**src/rtl/pll_lock_sequencer.sv**
```systemverilog
// ---------------------------------------------------------------------------
// pll_lock_sequencer : PLL reset/lock supervisor with ordered domain release
// Rev 1.0
// ---------------------------------------------------------------------------
`default_nettype none

module pll_lock_sequencer #(
  parameter int RST_CYCLES    = 16,
  parameter int LOCK_TIMEOUT  = 50000,
  parameter int STABLE_CYCLES = 1000,
  parameter int RELEASE_GAP   = 8,
  parameter int MAX_RETRY     = 3,
  parameter int N_DOMAINS     = 3
) (
  input  logic                 i_clk_50m,
  input  logic                 i_rst_n,
  input  logic                 i_pll_lock,
  input  logic                 i_force_reset,
  output logic                 o_pll_rst,
  output logic [N_DOMAINS-1:0] o_dom_rst_n,
  output logic                 o_ready,
  output logic                 o_fail,
  output logic [1:0]           o_retry_cnt,
  output logic [7:0]           o_loss_cnt,
  output logic [2:0]           o_state
);

  localparam logic [2:0] ST_PLLRST   = 3'd0;
  localparam logic [2:0] ST_WAITLOCK = 3'd1;
  localparam logic [2:0] ST_STABLE   = 3'd2;
  localparam logic [2:0] ST_RELEASE  = 3'd3;
  localparam logic [2:0] ST_RUN      = 3'd4;
  localparam logic [2:0] ST_FAIL     = 3'd5;

  // Timer must hold the largest terminal value reached in any state.
  localparam int MAX_A   = (RST_CYCLES > LOCK_TIMEOUT) ? RST_CYCLES : LOCK_TIMEOUT;
  localparam int MAX_B   = (MAX_A > STABLE_CYCLES + 1) ? MAX_A : STABLE_CYCLES + 1;
  localparam int MAX_CNT = (MAX_B > RELEASE_GAP * N_DOMAINS) ? MAX_B : RELEASE_GAP * N_DOMAINS;
  localparam int TW      = $clog2(MAX_CNT + 1);

  localparam logic [TW-1:0] RST_LAST     = TW'(RST_CYCLES - 1);
  localparam logic [TW-1:0] TIMEOUT_LAST = TW'(LOCK_TIMEOUT - 1);
  localparam logic [TW-1:0] STABLE_LAST  = TW'(STABLE_CYCLES);
  localparam logic [TW-1:0] RUN_LAST     = TW'(RELEASE_GAP * N_DOMAINS - 1);
  localparam logic [1:0]    RETRY_MAX    = 2'(MAX_RETRY);

  logic [2:0]    state;
  logic [TW-1:0] timer;
  logic          lock_meta;
  logic          lock_s;
  logic          lost;

  assign lost    = !lock_s && ((state == ST_RELEASE) || (state == ST_RUN));
  assign o_state = state;

  always_ff @(posedge i_clk_50m or negedge i_rst_n) begin
    if (!i_rst_n) begin
      lock_meta   <= 1'b0;
      lock_s      <= 1'b0;
      state       <= ST_PLLRST;
      timer       <= '0;
      o_pll_rst   <= 1'b1;
      o_dom_rst_n <= '0;
      o_ready     <= 1'b0;
      o_fail      <= 1'b0;
      o_retry_cnt <= 2'd0;
      o_loss_cnt  <= 8'd0;
    end else begin
      lock_meta <= i_pll_lock;
      lock_s    <= lock_meta;
      if (i_force_reset) begin
        state       <= ST_PLLRST;
        timer       <= '0;
        o_pll_rst   <= 1'b1;
        o_dom_rst_n <= '0;
        o_ready     <= 1'b0;
        o_fail      <= 1'b0;
        o_retry_cnt <= 2'd0;
      end else if (lost) begin
        state       <= ST_PLLRST;
        timer       <= '0;
        o_pll_rst   <= 1'b1;
        o_dom_rst_n <= '0;
        o_ready     <= 1'b0;
        o_retry_cnt <= 2'd0;
        if (o_loss_cnt != 8'hFF) o_loss_cnt <= o_loss_cnt + 8'd1;
      end else begin
        case (state)
          ST_PLLRST: begin
            if (timer == RST_LAST) begin
              state     <= ST_WAITLOCK;
              timer     <= '0;
              o_pll_rst <= 1'b0;
            end else begin
              timer <= timer + 1'b1;
            end
          end
          ST_WAITLOCK: begin
            if (lock_s) begin
              state <= ST_STABLE;
              timer <= '0;
            end else if (timer == TIMEOUT_LAST) begin
              timer     <= '0;
              o_pll_rst <= 1'b1;
              if (o_retry_cnt == RETRY_MAX) begin
                state  <= ST_FAIL;
                o_fail <= 1'b1;
              end else begin
                state       <= ST_PLLRST;
                o_retry_cnt <= o_retry_cnt + 2'd1;
              end
            end else begin
              timer <= timer + 1'b1;
            end
          end
          ST_STABLE: begin
            if (!lock_s) begin
              state <= ST_WAITLOCK;
              timer <= '0;
            end else if (timer == STABLE_LAST) begin
              state          <= ST_RELEASE;
              timer          <= '0;
              o_dom_rst_n[0] <= 1'b1;
            end else begin
              timer <= timer + 1'b1;
            end
          end
          ST_RELEASE: begin
            // Bit k is set one cycle ahead so it is visible at timer == GAP*k.
            for (int k = 1; k < N_DOMAINS; k++) begin
              if (timer == TW'(RELEASE_GAP * k - 1)) o_dom_rst_n[k] <= 1'b1;
            end
            if (timer == RUN_LAST) begin
              state   <= ST_RUN;
              timer   <= '0;
              o_ready <= 1'b1;
            end else begin
              timer <= timer + 1'b1;
            end
          end
          ST_RUN: begin
            timer <= '0;
          end
          ST_FAIL: begin
            o_pll_rst   <= 1'b1;
            o_dom_rst_n <= '0;
            o_fail      <= 1'b1;
          end
          default: begin
            state       <= ST_PLLRST;
            timer       <= '0;
            o_pll_rst   <= 1'b1;
            o_dom_rst_n <= '0;
            o_ready     <= 1'b0;
          end
        endcase
      end
    end
  end

endmodule

`default_nettype wire

```
**config.mk**
```make
export PLATFORM = sky130hd
export DESIGN_NAME = pll_lock_sequencer
export DESIGN_NICKNAME = d
export VERILOG_FILES = /design/src/rtl/pll_lock_sequencer.sv
export SDC_FILE = /design/constraint.sdc
export NUM_CORES = 1
export LEC_CHECK = 0
export BUFFER_PORTS_ARGS = -buffer_cell sky130_fd_sc_hd__buf_2
export CORE_MARGIN = 5
export CORE_UTILIZATION = 30
export CTS_CLUSTER_DIAMETER = 30
export DETAILED_ROUTE_END_ITERATION = 10
export PLACE_DENSITY_LB_ADDON = 0.1
export SLEW_MARGIN = 20
export SYNTH_ARGS = -nofsm -noshare
export SYNTH_HDL_FRONTEND = slang
export SYNTH_SLANG_ARGS = --single-unit
```
**constraint.sdc**
```tcl
create_clock -name i_clk_50m -period 2.05 [get_ports i_clk_50m]
set_input_delay 0.205 -clock i_clk_50m [delete_from_list [all_inputs] [get_ports i_clk_50m]]
set_output_delay 0.205 -clock i_clk_50m [all_outputs]
set_load 0.01 [all_outputs]
```
* Yosys cells after proc, flatten, opt, wreduce, memory -nomap -nowiden
Index checks and enable logic that the tools add are counted.
** Word-level totals
- Bits of input ports :: 4
- Flip-flop bits (word level) :: 37
- Logic and storage cells :: 120
- Output and inout bits :: 19
** Operators by class
- Equality and inequality tests :: 34
- Reduce and logical (&&, ||, !) cells :: 21
- Add/sub/neg operators :: 3
- Mux-type cells :: 49
- Bitwise operators :: 1
** Operators by type and width (count)
- 16-bit two-way mux :: 8
- 16-bit case mux with 5 select lines :: 1
- 3-bit two-way mux :: 11
- 4-bit != test, second input constant :: 5
- 1-bit two-way mux :: 17
- 16-bit by 1-bit adder with 16-bit output, second input constant :: 1
- 16-bit by 10-bit == test with 1-bit output, second input constant :: 1
- 16-bit == test, second input constant :: 1
- 16-bit by 3-bit == test with 1-bit output, second input constant :: 1
- 16-bit by 4-bit == test with 1-bit output, second input constant :: 1
- 16-bit by 5-bit == test with 1-bit output, second input constant :: 1
- 3-bit by 1-bit != test with 1-bit output, second input constant :: 5
- 3-bit != test, second input constant :: 5
- 3-bit case mux with 5 select lines :: 1
- 2-bit two-way mux :: 6
- 4-bit by 3-bit != test with 1-bit output, second input constant :: 3
- 5-bit != test, second input constant :: 2
- 5-bit AND reduction :: 2
- 3-bit nonzero test :: 3
- 8-bit by 1-bit adder with 8-bit output, second input constant :: 1
- 8-bit != test, second input constant :: 1
- 4-bit AND reduction :: 2
- 4-bit OR reduction :: 2
- 3-bit by 2-bit == test with 1-bit output, second input constant :: 2
- 19 further kinds :: 25

* Logic depth before layout (Yosys ltp)
Gate-level depths: netlist of run 1.
- Word-level depth :: 7
- Mapped depth :: 9

* Least setup slack after synthesis of run 1
No wires, ideal clock.
- Path kind :: register to register
- Start point :: register timer[12]
- End point :: register timer[2]
- Setup slack :: -0.155 ns
- Clock period less this slack :: 2.205 ns
- Arrival :: 2.074 ns
- Cell stages (with the launch flop) :: 9
- Required time :: 1.918 ns
- Cell sequence :: dfrtp_1 > buf_6 > or4_1 > or4_4 > nand3_2 > a41o_2 > buf_6 > o21a_1 > mux2i_1
** Between the ends
- Word-level cells in the longest chain between the ends :: 6
- Elaborated cells between the ends (all ways) :: 13
- Those cells by class :: eq/ne: 4; mux: 9
** RTL lines
- from (decl) :: RTL line 48 : logic [TW-1:0] timer;
- from (signal assigned) :: RTL line 95 : timer <= timer + 1'b1;
- from (signal assigned) :: RTL line 113 : timer <= timer + 1'b1;
- from (signal assigned) :: RTL line 125 : timer <= timer + 1'b1;
- 16-bit by 10-bit == test with 1-bit output or 16-bit == test (tied branches) :: RTL line 120, 102
- 16-bit two-way mux (on tied branches) :: RTL line 120, 102
- 16-bit two-way mux (on tied branches) :: RTL line 117, 99
- 16-bit case mux with 5 select lines (*) :: RTL line 88 : case (state)
- 16-bit two-way mux (*) :: RTL line 79 : end else if (lost) begin
- 16-bit two-way mux (*) :: RTL line 71 : if (i_force_reset) begin
Every way passes the cells marked *; elsewhere a longest branch is shown, timed or not.
A chain may end at the register's enable or synchronous reset.

* Worst setup path after layout of run 1
- Start point :: register timer[11]
- End point :: register timer[9]
The elaborated chain is that of the path after synthesis.

==> metrics, run 1 <==
Clock Skew 7.240 ps; dominant cell type by area after synthesis dfrtp_1; number of synthesized flops with an enable pin 0; status finished with violations; ys flop type dfrtp_1; Diodes inserted 0; Gate Count Post-Synth 245; Setup crit end timer[9]$_DFFE_PN0P_; Slew Viols, Final 0; CTS Buf Count 5; die width 95.02 um; Design Area, Final 0.003043 sq mm; Die Height 95.02 um; I/O pin count 23; Cell Count, Final, Fillers Out 419; PD cells 472.4 mW/mm^2; Crit Path Max Fanout 6; largest net degree at the start of global routing 20; Async S/R FF share, synth 1.000; Die ar. 0.009028 sq mm; layout cell share with drive strength beyond 1 0.3875; grt total ovfl 0; Max VDD drop 209.1 uV; Place WS -76.18 ps; Synth cell types 50; Comb pwr share 0.078; clk sinks 37; worst min path class input port to register; maximum clock path buffer count 2; net switching power 0.3476 mW; Final setup viols 13; drc violations 0; Final period util 1.017; Synth top area share 0.4155; Initial Util 0.3038; worst setup margin -35.48 ps; failing checks negative setup slack; first-pass GRT wire length 10550 um; antenna violation net count after detailed routing 0; Slew HR 0.6666; drt wl/cell 14.80 um; DP HPWL 4550 um; Pleak 1.345 nW; Total GRT Usage 0.1508; number of max-cap violations 0; DRT iter0 DRCs 63; Rows 31; sequential share of power 0.522; register area share after synthesis 0.4276; Area Growth Syn to Fin 40.33%; Worst EP required 2230 ps; nets 327; Avg Vias per Cell 4.993; RePlAce Congestion 0.8460; RR Endpoint timer[9]$_DFFE_PN0P_; Port Buffer Count 22; Worst setup EP type register; syn_area_per_cell 8.850 sq um; vias in the first global route 2133; Startpoint Class register; min Tclk post-route 2085 ps; Worst Path Arrival 2260 ps; internal cell power 1.090 mW; # H-tree levels 2; antenna violations before repair 0; fmax 0.4795 GHz; FF-to-FF setup slack -40 ps; DRT Pass-1 Iters 4; synth warn 0; DR vias 2092; Post-Syn Nets 253; CTS tree done; clk slew on worst S/H paths 80 ps; CTS root buf clkbuf_8; beginning of the critical path timer[11]$_DFFE_PN0P_; #FFs+latches synth 37; Post-Synthesis Cell Area 0.002168 sq mm; Worst-Margin Slew 500.0 ps; RSZ-0062 raised after global routing yes; WS Path Type register to register; Clk Latency, worst-skew pair 290 ps; final hold vios 0; Core ar. 0.007137 sq mm; placed cells 406; sw frac 0.2418; FF-to-FF path depth 6; synth top area cells dfrtp_1, nand2_1, nand3_1; dpl cell area 0.002794 sq mm; RR Startpoint timer[11]$_DFFE_PN0P_; final wirelength 6201 um; clock group share of total power 0.400
==> worst max-delay path, cell delays in order (launching register included) <==
cell,delay [ps]
dfrtp_1,370
or4_1,510
or4_4,460
nand3_4,130
buf_4,120
a41o_4,250
o311ai_1,110
==> registers in the layout (all words and copies together) (netlist names) <==
signal,cells
lock_s,1
o_ready,1
o_pll_rst,1
o_state,3
timer,16
o_loss_cnt,8
o_dom_rst_n,3
lock_meta,1
o_fail,1
o_retry_cnt,2
==> routing by layer <==
layer / GRT usage / vias up / part of all wire
li1: - / 1043 / -
met1: 0.1948 / 1015 / 0.48
met2: 0.2543 / 28 / 0.48
met3: 0.02920 / 6 / 0.031
met4: 0.04688 / 0 / 0.012
met5: 0 / - / 0
==> cell families (layout without fill, tap and decap cells) <==
family                   count (synthesis)  count (layout)  synth area share
AO/OA/AOI/OAI                           45              46            0.1495
XOR/XNOR                                 9               9           0.03635
adder cells (fa/ha/maj)                  4               4           0.02308
buffers and inverters                   22              96           0.04847
flip-flops                              37              37            0.4276
multiplexers                             3               3           0.01443
AND/OR/NAND/NOR                        125             125            0.3006
==> stage by stage <==
stage / hold slack [ps] / power (mW) / setup TNS (ps) / util
final: 20.76 / 1.437 / -286.7 / 0.4264
after global routing: 13.31 / 1.505 / -1696 / 0.4264
after CTS: 12.29 / 1.460 / -364.1 / 0.4169
after detailed placement: 197.5 / 0.8687 / -315.7 / 0.3915
after global placement: 195.0 / 0.8681 / -60.76 / 0.3915
after floorplan: -90.59 / 0.8139 / -354.8 / -
==> area by class of cell <==
cell class / instances / area, sq um
fill: 744 / 4094
multi-input combinational: 187 / 1310
sequential: 37 / 928.4
timing repair buffer: 77 / 538.0
tap: 99 / 123.9
clock buffer: 7 / 96.34
inverter: 11 / 41.29
clock inverter: 1 / 5.005
==> power by group through the flow <==
stage               registers (mW)  logic (mW)  clock network (mW)
floorplan                    0.765      0.0485                   0
global placement             0.763       0.105                   0
detailed placement           0.764       0.105                   0
CTS                          0.750       0.111               0.599
global route                 0.752       0.127               0.627
finish                       0.750       0.112               0.575
==> cells in the final DEF, fill, tap and decap left out, types with 3 or more instances in the layout <==
master	n
buf_4	53
dfrtp_1	35
nand2_1	28
nor2_1	24
buf_2	22
nand3_1	13
inv_1	11
a21oi_1	9
nand4_1	8
clkbuf_8	7
nor3_1	6
nand3_2	6
and3_1	5
xnor2_1	5
a21oi_2	5
or3_1	5
o21ai_1	5
o311ai_1	5
or2_2	4
xor2_1	4
nor3b_1	3
nor4_2	3
o21ai_0	3
ha_1	3
==> cell usage after synthesis (2+ instances only) <==
cell type and n:
nor3_1 7, a21oi_1 14, xnor2_1 5, buf_6 3, o311ai_1 7, dfrtp_1 36, mux2i_1 2, and3_1 5
nand4b_1 2, nor2b_1 3, or2_2 4, or3_1 5, nand2b_1 2, o21ai_0 9, nor2_1 25, nand4_1 8
inv_1 11, xor2_1 4, nor3b_1 4, nand3_1 19, nor4_1 4, nand2_1 28, ha_1 4, clkbuf_1 8
==> worst min path at each step <==
stage	start	endpoint	slack, ps	cells past startpoint
2_1_floorplan	i_rst_n	lock_meta$_DFF_PN0_	-90	0
3_3_place_gp	i_rst_n	o_loss_cnt[4]$_DFFE_PN0P_	190	1
3_5_place_dp	i_rst_n	o_loss_cnt[4]$_DFFE_PN0P_	200	1
4_1_cts	i_pll_lock	lock_meta$_DFF_PN0_	10	1
5_1_grt	i_pll_lock	lock_meta$_DFF_PN0_	10	1
6_report	i_pll_lock	lock_meta$_DFF_PN0_	20	1
==> repair_timing <==
item                       4_1_cts  5_1_grt
setup buffers                    2        1
hold endpoints to repair        17        0
gates cloned                     1        0
hold buffers                     1        0
pin swaps                        2        2
gates resized for setup         10       16
setup endpoints to repair       16       24
Power figures use the tool's default switching activity.
==> run 2, diff against run 1 <==
--- a/config.mk
+++ b/config.mk
@@ -8,6 +8,7 @@
 export BUFFER_PORTS_ARGS = -buffer_cell sky130_fd_sc_hd__buf_2
 export CORE_MARGIN = 5
 export CORE_UTILIZATION = 30
+export CTS_BUF_LIST = sky130_fd_sc_hd__clkbuf_4
 export CTS_CLUSTER_DIAMETER = 30
 export DETAILED_ROUTE_END_ITERATION = 10
 export PLACE_DENSITY_LB_ADDON = 0.1
==> run 2 against run 1 <==
The flow still finishes with violations (negative setup slack). Non-clock buffer count up 2. Flip-flop and latch count unchanged. Register-to-register slack worse by 20 ps. Critical path depth up 1. Worst setup slack worse by 15 ps. Routed wire length down 0.15%. Total power down 14%. Sequential share of layout area up 0.27 points. Combinational power about the same. Clock power down 35%. Core utilization down 0.37 points. Worst hold slack better by 110 ps. Critical path type unchanged. Highest routed layer unchanged.
==> metrics, run 2 (synthesized netlist as in run 1, its figures left out) <==
worst setup margin -50.79 ps (was -35.48 ps); Port Buffer Count 22 (unchanged); largest net degree at the start of global routing 20 (unchanged); Buf+Inv Stages, Crit Path 1 (unchanged); first-pass GRT wire length 10610 um (was 10550 um); CTS tree done (unchanged); DRT Pass-1 Iters 4 (unchanged); maximum clock path buffer count 2 (unchanged); FF-to-FF setup slack -50 ps (was -40 ps); DRT iter0 DRCs 49 (was 63); clk slew on worst S/H paths 120 ps (was 80 ps); most frequent cells in the layout buf_4, dfrtp_1, nand2_1, nor2_1, buf_2 (unchanged); WS Path Type register to register (unchanged); layout cell share with drive strength beyond 1 0.3820 (was 0.3875); grt total ovfl 0 (unchanged); CTS root buf clkbuf_4 (was clkbuf_8); final wirelength 6192 um (was 6201 um); Design Area, Final 0.003017 sq mm (was 0.003043 sq mm); Final setup viols 14 (was 13); Min-Delay Endpoint o_state[1]$_DFFE_PN0P_ (was lock_meta$_DFF_PN0_); Pwr Total 1.236 mW (was 1.437 mW); Clk Latency, worst-skew pair 340 ps (was 290 ps); Worst setup EP type register (unchanged); Area Growth Syn to Fin 39.12% (was 40.33%); Final period util 1.025 (was 1.017); Worst-Margin Slew 493.2 ps (was 500.0 ps); DP HPWL 4550 um (unchanged); Slew Viols, Final 0 (unchanged); RR Endpoint timer[4]$_DFFE_PN0P_ (was timer[9]$_DFFE_PN0P_); RR Startpoint timer[11]$_DFFE_PN0P_ (unchanged); Pleak 1.326 nW (was 1.345 nW); beginning of the critical path timer[11]$_DFFE_PN0P_ (unchanged); failing checks negative setup slack (unchanged); Hold Crit Start i_force_reset (was i_pll_lock); RSZ-0062 raised after global routing yes (unchanged); Die ar. 0.009028 sq mm (unchanged); max incr delay on CP 510 ps (about the same); Clock Skew 8.688 ps (was 7.240 ps); worst min path class input port to register (unchanged); Avg Vias per Cell 4.948 (was 4.993); CTS Buf Count 5 (unchanged); die width 95.02 um (unchanged); Die Height 95.02 um (unchanged); setup tns final -488.5 ps (was -286.7 ps); Largest regs timer (16), o_loss_cnt (8) (unchanged); number of max-cap violations 0 (unchanged); Final Util 0.4227 (was 0.4264); final hold vios 0 (unchanged); Rows 31 (unchanged); Initial Util 0.3038 (unchanged); delay-heaviest family, CP simple AND/OR/NAND/NOR gates (unchanged); max FFs per register 16 (unchanged); Core ar. 0.007137 sq mm (unchanged); vias in the first global route 2146 (was 2133); clk sinks 37 (unchanged); commonest non-fill, non-tap cell in the layout buf_4 (unchanged); Max VDD drop 177.8 uV (was 209.1 uV); CP max-delay cell or4_1 (unchanged); nets 329 (was 327); worst-path cell chain or4_1 > or4_4 > nand3_4 > a41oi_4 > buf_12 > a21oi_2 > o21ai_2 (was or4_1 > or4_4 > nand3_4 > buf_4 > a41o_4 > o311ai_1); Worst Path Arrival 2340 ps (was 2260 ps); dpl cell area 0.002794 sq mm (unchanged); Crit Path Max Fanout 16 (was 6); Biggest register timer (unchanged); fmax 0.4760 GHz (was 0.4795 GHz); FF-to-FF path depth 7 (was 6); Worst EP required 2290 ps (was 2230 ps); RePlAce Congestion 0.8460 (unchanged); antenna violations before repair 0 (unchanged); Fillers 752 (was 744); DR vias 2083 (was 2092); Cells on Worst Hold Path 4 (was 1); Total GRT Usage 0.1510 (was 0.1508); Startpoint Class register (unchanged); drc violations 0 (unchanged); # H-tree levels 2 (unchanged); Slew HR 0.6712 (was 0.6666); min Tclk post-route 2101 ps (was 2085 ps); drt wl/cell 14.71 um (was 14.80 um); PD cells 409.8 mW/mm^2 (was 472.4 mW/mm^2); I/O pin count 23 (unchanged); Diodes inserted 0 (unchanged); antenna violation net count after detailed routing 0 (unchanged); status finished with violations (unchanged); Place WS -76.18 ps (unchanged)
run 2: changes by cell type in the layout (fill, tap and decap cells not counted), sizes merged:
cell,previous run,this run
buf,76,77
clkbuf,7,5
clkinv,1,3
dlygate4sd3,1,2
run 2: per-layer routing:
metal / vias to the layer above / wire (um) / GRT usage
met3: 6 / 206 / 0.02605
met4: 0 / 65 / 0.04087
met1: 1002 / 2897 / 0.1953
li1: 1044 / - / -
met2: 31 / 3022 / 0.2595
met5: - / 0 / 0
run 2: area by class of cell:
cell class / instances / area (sq um) / area share
tap: 99 / 123.9 / 0.04106
clock buffer: 5 / 37.54 / 0.01244
clock inverter: 3 / 12.51 / 0.004148
timing repair buffer: 79 / 555.5 / 0.1842
inverter: 11 / 41.29 / 0.01369
multi-input combinational: 187 / 1318 / 0.4367
sequential: 37 / 928.4 / 0.3078
run 2: timing repair:
action,CTS,global route
setup buffers,2,2
hold buffers,2,0
gates cloned,1,0
endpoints found under the hold margin,18,0
resized for setup,12,16
pin swaps,2,3
setup endpoints to repair,18,24
run 2: power breakdown:
part           internal, mW  switching (mW)  leakage (nW)
clock network         0.124           0.249        0.0300
registers             0.741         0.00920         0.502
logic                0.0464          0.0668         0.794
run 2: worst reg2reg max path, stage by stage (launching register included):
cell and delay [ps]:
dfrtp_1 390, or4_1 510, or4_4 470, nand3_4 130
a41oi_4 110, buf_12 180, a21oi_2 140, o21ai_2 60
run 2: per-stage QoR:
stage | hold slack, ps | std cells
3_5_place_dp | 197.5 | 406
2_1_floorplan | -90.59 | 245
3_3_place_gp | 195.0 | 406
4_1_cts | 108.4 | 419
5_1_grt | 121.4 | 421
6_report | 131.2 | 421
run 2: how the worst max path moves through the flow:
| stage | to | depth (start not counted) | slack (ps) |
|---|---|---|---|
| floorplan | timer[2]$_DFFE_PN0P_ | 7 | -60 |
| global placement | timer[2]$_DFFE_PN0P_ | 6 | -20 |
| finish | timer[4]$_DFFE_PN0P_ | 7 | -50 |
| detailed placement | timer[4]$_DFFE_PN0P_ | 6 | -80 |
| CTS | timer[4]$_DFFE_PN0P_ | 7 | -60 |
| global route | timer[4]$_DFFE_PN0P_ | 7 | -140 |
==> run 3, diff against run 2 <==
--- a/config.mk
+++ b/config.mk
@@ -6,6 +6,7 @@
 export NUM_CORES = 1
 export LEC_CHECK = 0
 export BUFFER_PORTS_ARGS = -buffer_cell sky130_fd_sc_hd__buf_2
+export CAP_MARGIN = 10
 export CORE_MARGIN = 5
 export CORE_UTILIZATION = 30
 export CTS_BUF_LIST = sky130_fd_sc_hd__clkbuf_4
==> constraint.sdc (replaced) <==
create_clock -name i_clk_50m -period 2.05 [get_ports i_clk_50m]
set_input_delay 0.5125 -clock i_clk_50m [delete_from_list [all_inputs] [get_ports i_clk_50m]]
set_output_delay 0.5125 -clock i_clk_50m [all_outputs]
set_load 0.01 [all_outputs]
==> run 3 against run 2 <==
The flow still finishes with violations (negative setup slack). Register-to-register slack about the same. Combinational power shrank 7%. Via count is 2.0% lower. Cell area is 2.4% lower.
==> metrics, run 3 (synthesized netlist as in run 1, its figures left out) <==
Clk Latency, worst-skew pair 350 ps (was 340 ps); DRT Pass-1 Iters 4 (unchanged); CTS root buf clkbuf_4 (unchanged); # H-tree levels 2 (unchanged); final wirelength 5810 um (was 6192 um); CTS Buf Count 5 (unchanged); cts hold-fix bufs 0 (was 2); drc violations 0 (unchanged); RSZ-0062 raised after global routing yes (unchanged); Slew HR 0.7168 (was 0.6712); Max VDD drop 212.7 uV (was 177.8 uV); first-pass GRT wire length 10080 um (was 10610 um); placed cells 403 (was 406); PD cells 467.6 mW/mm^2 (was 409.8 mW/mm^2); Cell Count, Final, Fillers Out 414 (was 421); WS Path Type register to register (unchanged); Startpoint Class register (unchanged); number of max-cap violations 0 (unchanged); Worst Path Arrival 2350 ps (was 2340 ps); Crit Path Max Fanout 13 (was 16); Core ar. 0.007137 sq mm (unchanged); DR vias 2042 (was 2083); fmax 0.4752 GHz (was 0.4760 GHz); DP HPWL 4325 um (was 4550 um); min Tclk post-route 2104 ps (was 2101 ps); drt wl/cell 14.03 um (was 14.71 um); clk sinks 37 (unchanged); met2 Usage GRT 0.2355 (was 0.2595); Rows 31 (unchanged); layout cell share with drive strength beyond 1 0.3587 (was 0.3820); status finished with violations (unchanged); Avg Vias per Cell 4.932 (was 4.948); Place WS -58.70 ps (was -76.18 ps); Clock Skew 11.96 ps (was 8.688 ps); failing checks negative setup slack (unchanged); maximum clock path buffer count 2 (unchanged); largest net degree at the start of global routing 38 (was 20); grt total ovfl 0 (unchanged); Worst setup EP type register (unchanged); RePlAce Congestion 0.7636 (was 0.8460); Area Growth Syn to Fin 35.72% (was 39.12%); final hold vios 0 (unchanged); DRT iter0 DRCs 71 (was 49); Die Height 95.02 um (unchanged); grt met3 use 0.02762 (was 0.02605); Diodes inserted 0 (unchanged); antenna violation net count after detailed routing 0 (unchanged); Worst-Margin Slew 420.9 ps (was 493.2 ps); Pwr Total 1.376 mW (was 1.236 mW); Biggest register timer (unchanged); Final setup viols 7 (was 14); antenna violations before repair 0 (unchanged); GRT busiest layer met2 (unchanged); commonest non-fill, non-tap cell in the layout buf_4 (unchanged); Fillers 756 (was 752); worst min path class input port to async pin (was input port to register); Port Buffer Count 22 (unchanged); Total GRT Usage 0.1421 (was 0.1510); worst setup margin -54.48 ps (was -50.79 ps); Final period util 1.027 (was 1.025); most frequent cells in the layout buf_4, dfrtp_1, nand2_1, nor2_1, buf_2 (unchanged); I/O pin count 23 (unchanged); CTS tree done (unchanged); Die ar. 0.009028 sq mm (unchanged); Worst EP required 2290 ps (about the same); clk slew on worst S/H paths 130 ps (was 120 ps); vias in the first global route 2055 (was 2146); Slew Viols, Final 0 (unchanged); nets 322 (was 329); Pleak 1.297 nW (was 1.326 nW); met1 Usage GRT 0.1889 (was 0.1953); max FFs per register 16 (unchanged); Initial Util 0.3038 (unchanged); Largest regs timer (16), o_loss_cnt (8) (unchanged); die width 95.02 um (unchanged)
run 3: cell count changes in the layout (fill, tap and decap cells not counted), sizes merged:
| cell | before | now |
|---|---|---|
| a41o | 2 | 1 |
| buf | 77 | 73 |
| bufinv | 0 | 1 |
| clkinv | 3 | 1 |
| clkinvlp | 0 | 1 |
| dlygate4sd3 | 2 | 0 |
run 3: report_power, final:
| group | internal [mW] | switching (mW) | total (mW) |
|---|---|---|---|
| registers | 0.741 | 0.00885 | 0.750 |
| clock network | 0.253 | 0.269 | 0.522 |
| logic | 0.0425 | 0.0622 | 0.105 |
| total | 1.04 | 0.340 | 1.38 |
run 3: worst max-delay path, stage by stage, from the launching register on:
cell     delay, ps
dfrtp_1        390
or4_1          510
or4_4          460
nand3_4        120
a41o_4         300
or3_1          120
o21ai_0         70
run 3: area by class of cell:
type | count | area [sq um] | share of cell area
Inverter | 11 | 41.29 | 0.01403
Tap cell | 99 | 123.9 | 0.04209
Timing Repair Buffer | 73 | 518.0 | 0.1760
Multi-Input combinational cell | 186 | 1251 | 0.4252
Clock inverter | 3 | 41.29 | 0.01403
Sequential cell | 37 | 929.6 | 0.3159
Clock buffer | 5 | 37.54 | 0.01276
run 3: timing repair:
| action | CTS | global route |
|---|---|---|
| buffers inserted | 0 | 3 |
| resized for setup | 6 | 11 |
| setup endpoints to repair | 12 | 27 |
| pin swaps | 3 | 2 |
run 3: worst paths after layout:
kind,startpoint,end,slack (ps),cells past startpoint
worst min register to register,lock_meta$_DFF_PN0_,lock_s$_DFF_PN0_,380,0
max in group asynchronous,i_rst_n,o_pll_rst$_DFFE_PN1P_,1680,2
worst max-delay path,timer[11]$_DFFE_PN0P_,timer[8]$_DFFE_PN0P_,-50,6
min in group i_clk_50m,i_pll_lock,lock_meta$_DFF_PN0_,270,1
worst max register to register,timer[11]$_DFFE_PN0P_,timer[8]$_DFFE_PN0P_,-50,6
worst min-delay path,i_rst_n,o_loss_cnt[4]$_DFFE_PN0P_,110,2
run 3: per-stage QoR:
stage	setup TNS (ps)	hold WS, ps	util	cell area, sq um
finish	-269.2	110.7	0.4123	2943
global route	-1687	110.5	0.4123	2943
CTS	-364.3	112.7	0.4039	2883
detailed placement	-231.3	352.4	0.3901	2784
global placement	-62.55	340.5	0.3901	2784
floorplan	-354.8	216.9	-	2223
run 3: metal layers:
layer | routed length [um] | vias to the layer above
li1 | - | 1025
met1 | 2751 | 982
met2 | 2776 | 28
met3 | 216 | 7
met4 | 67 | 0
met5 | 0 | -
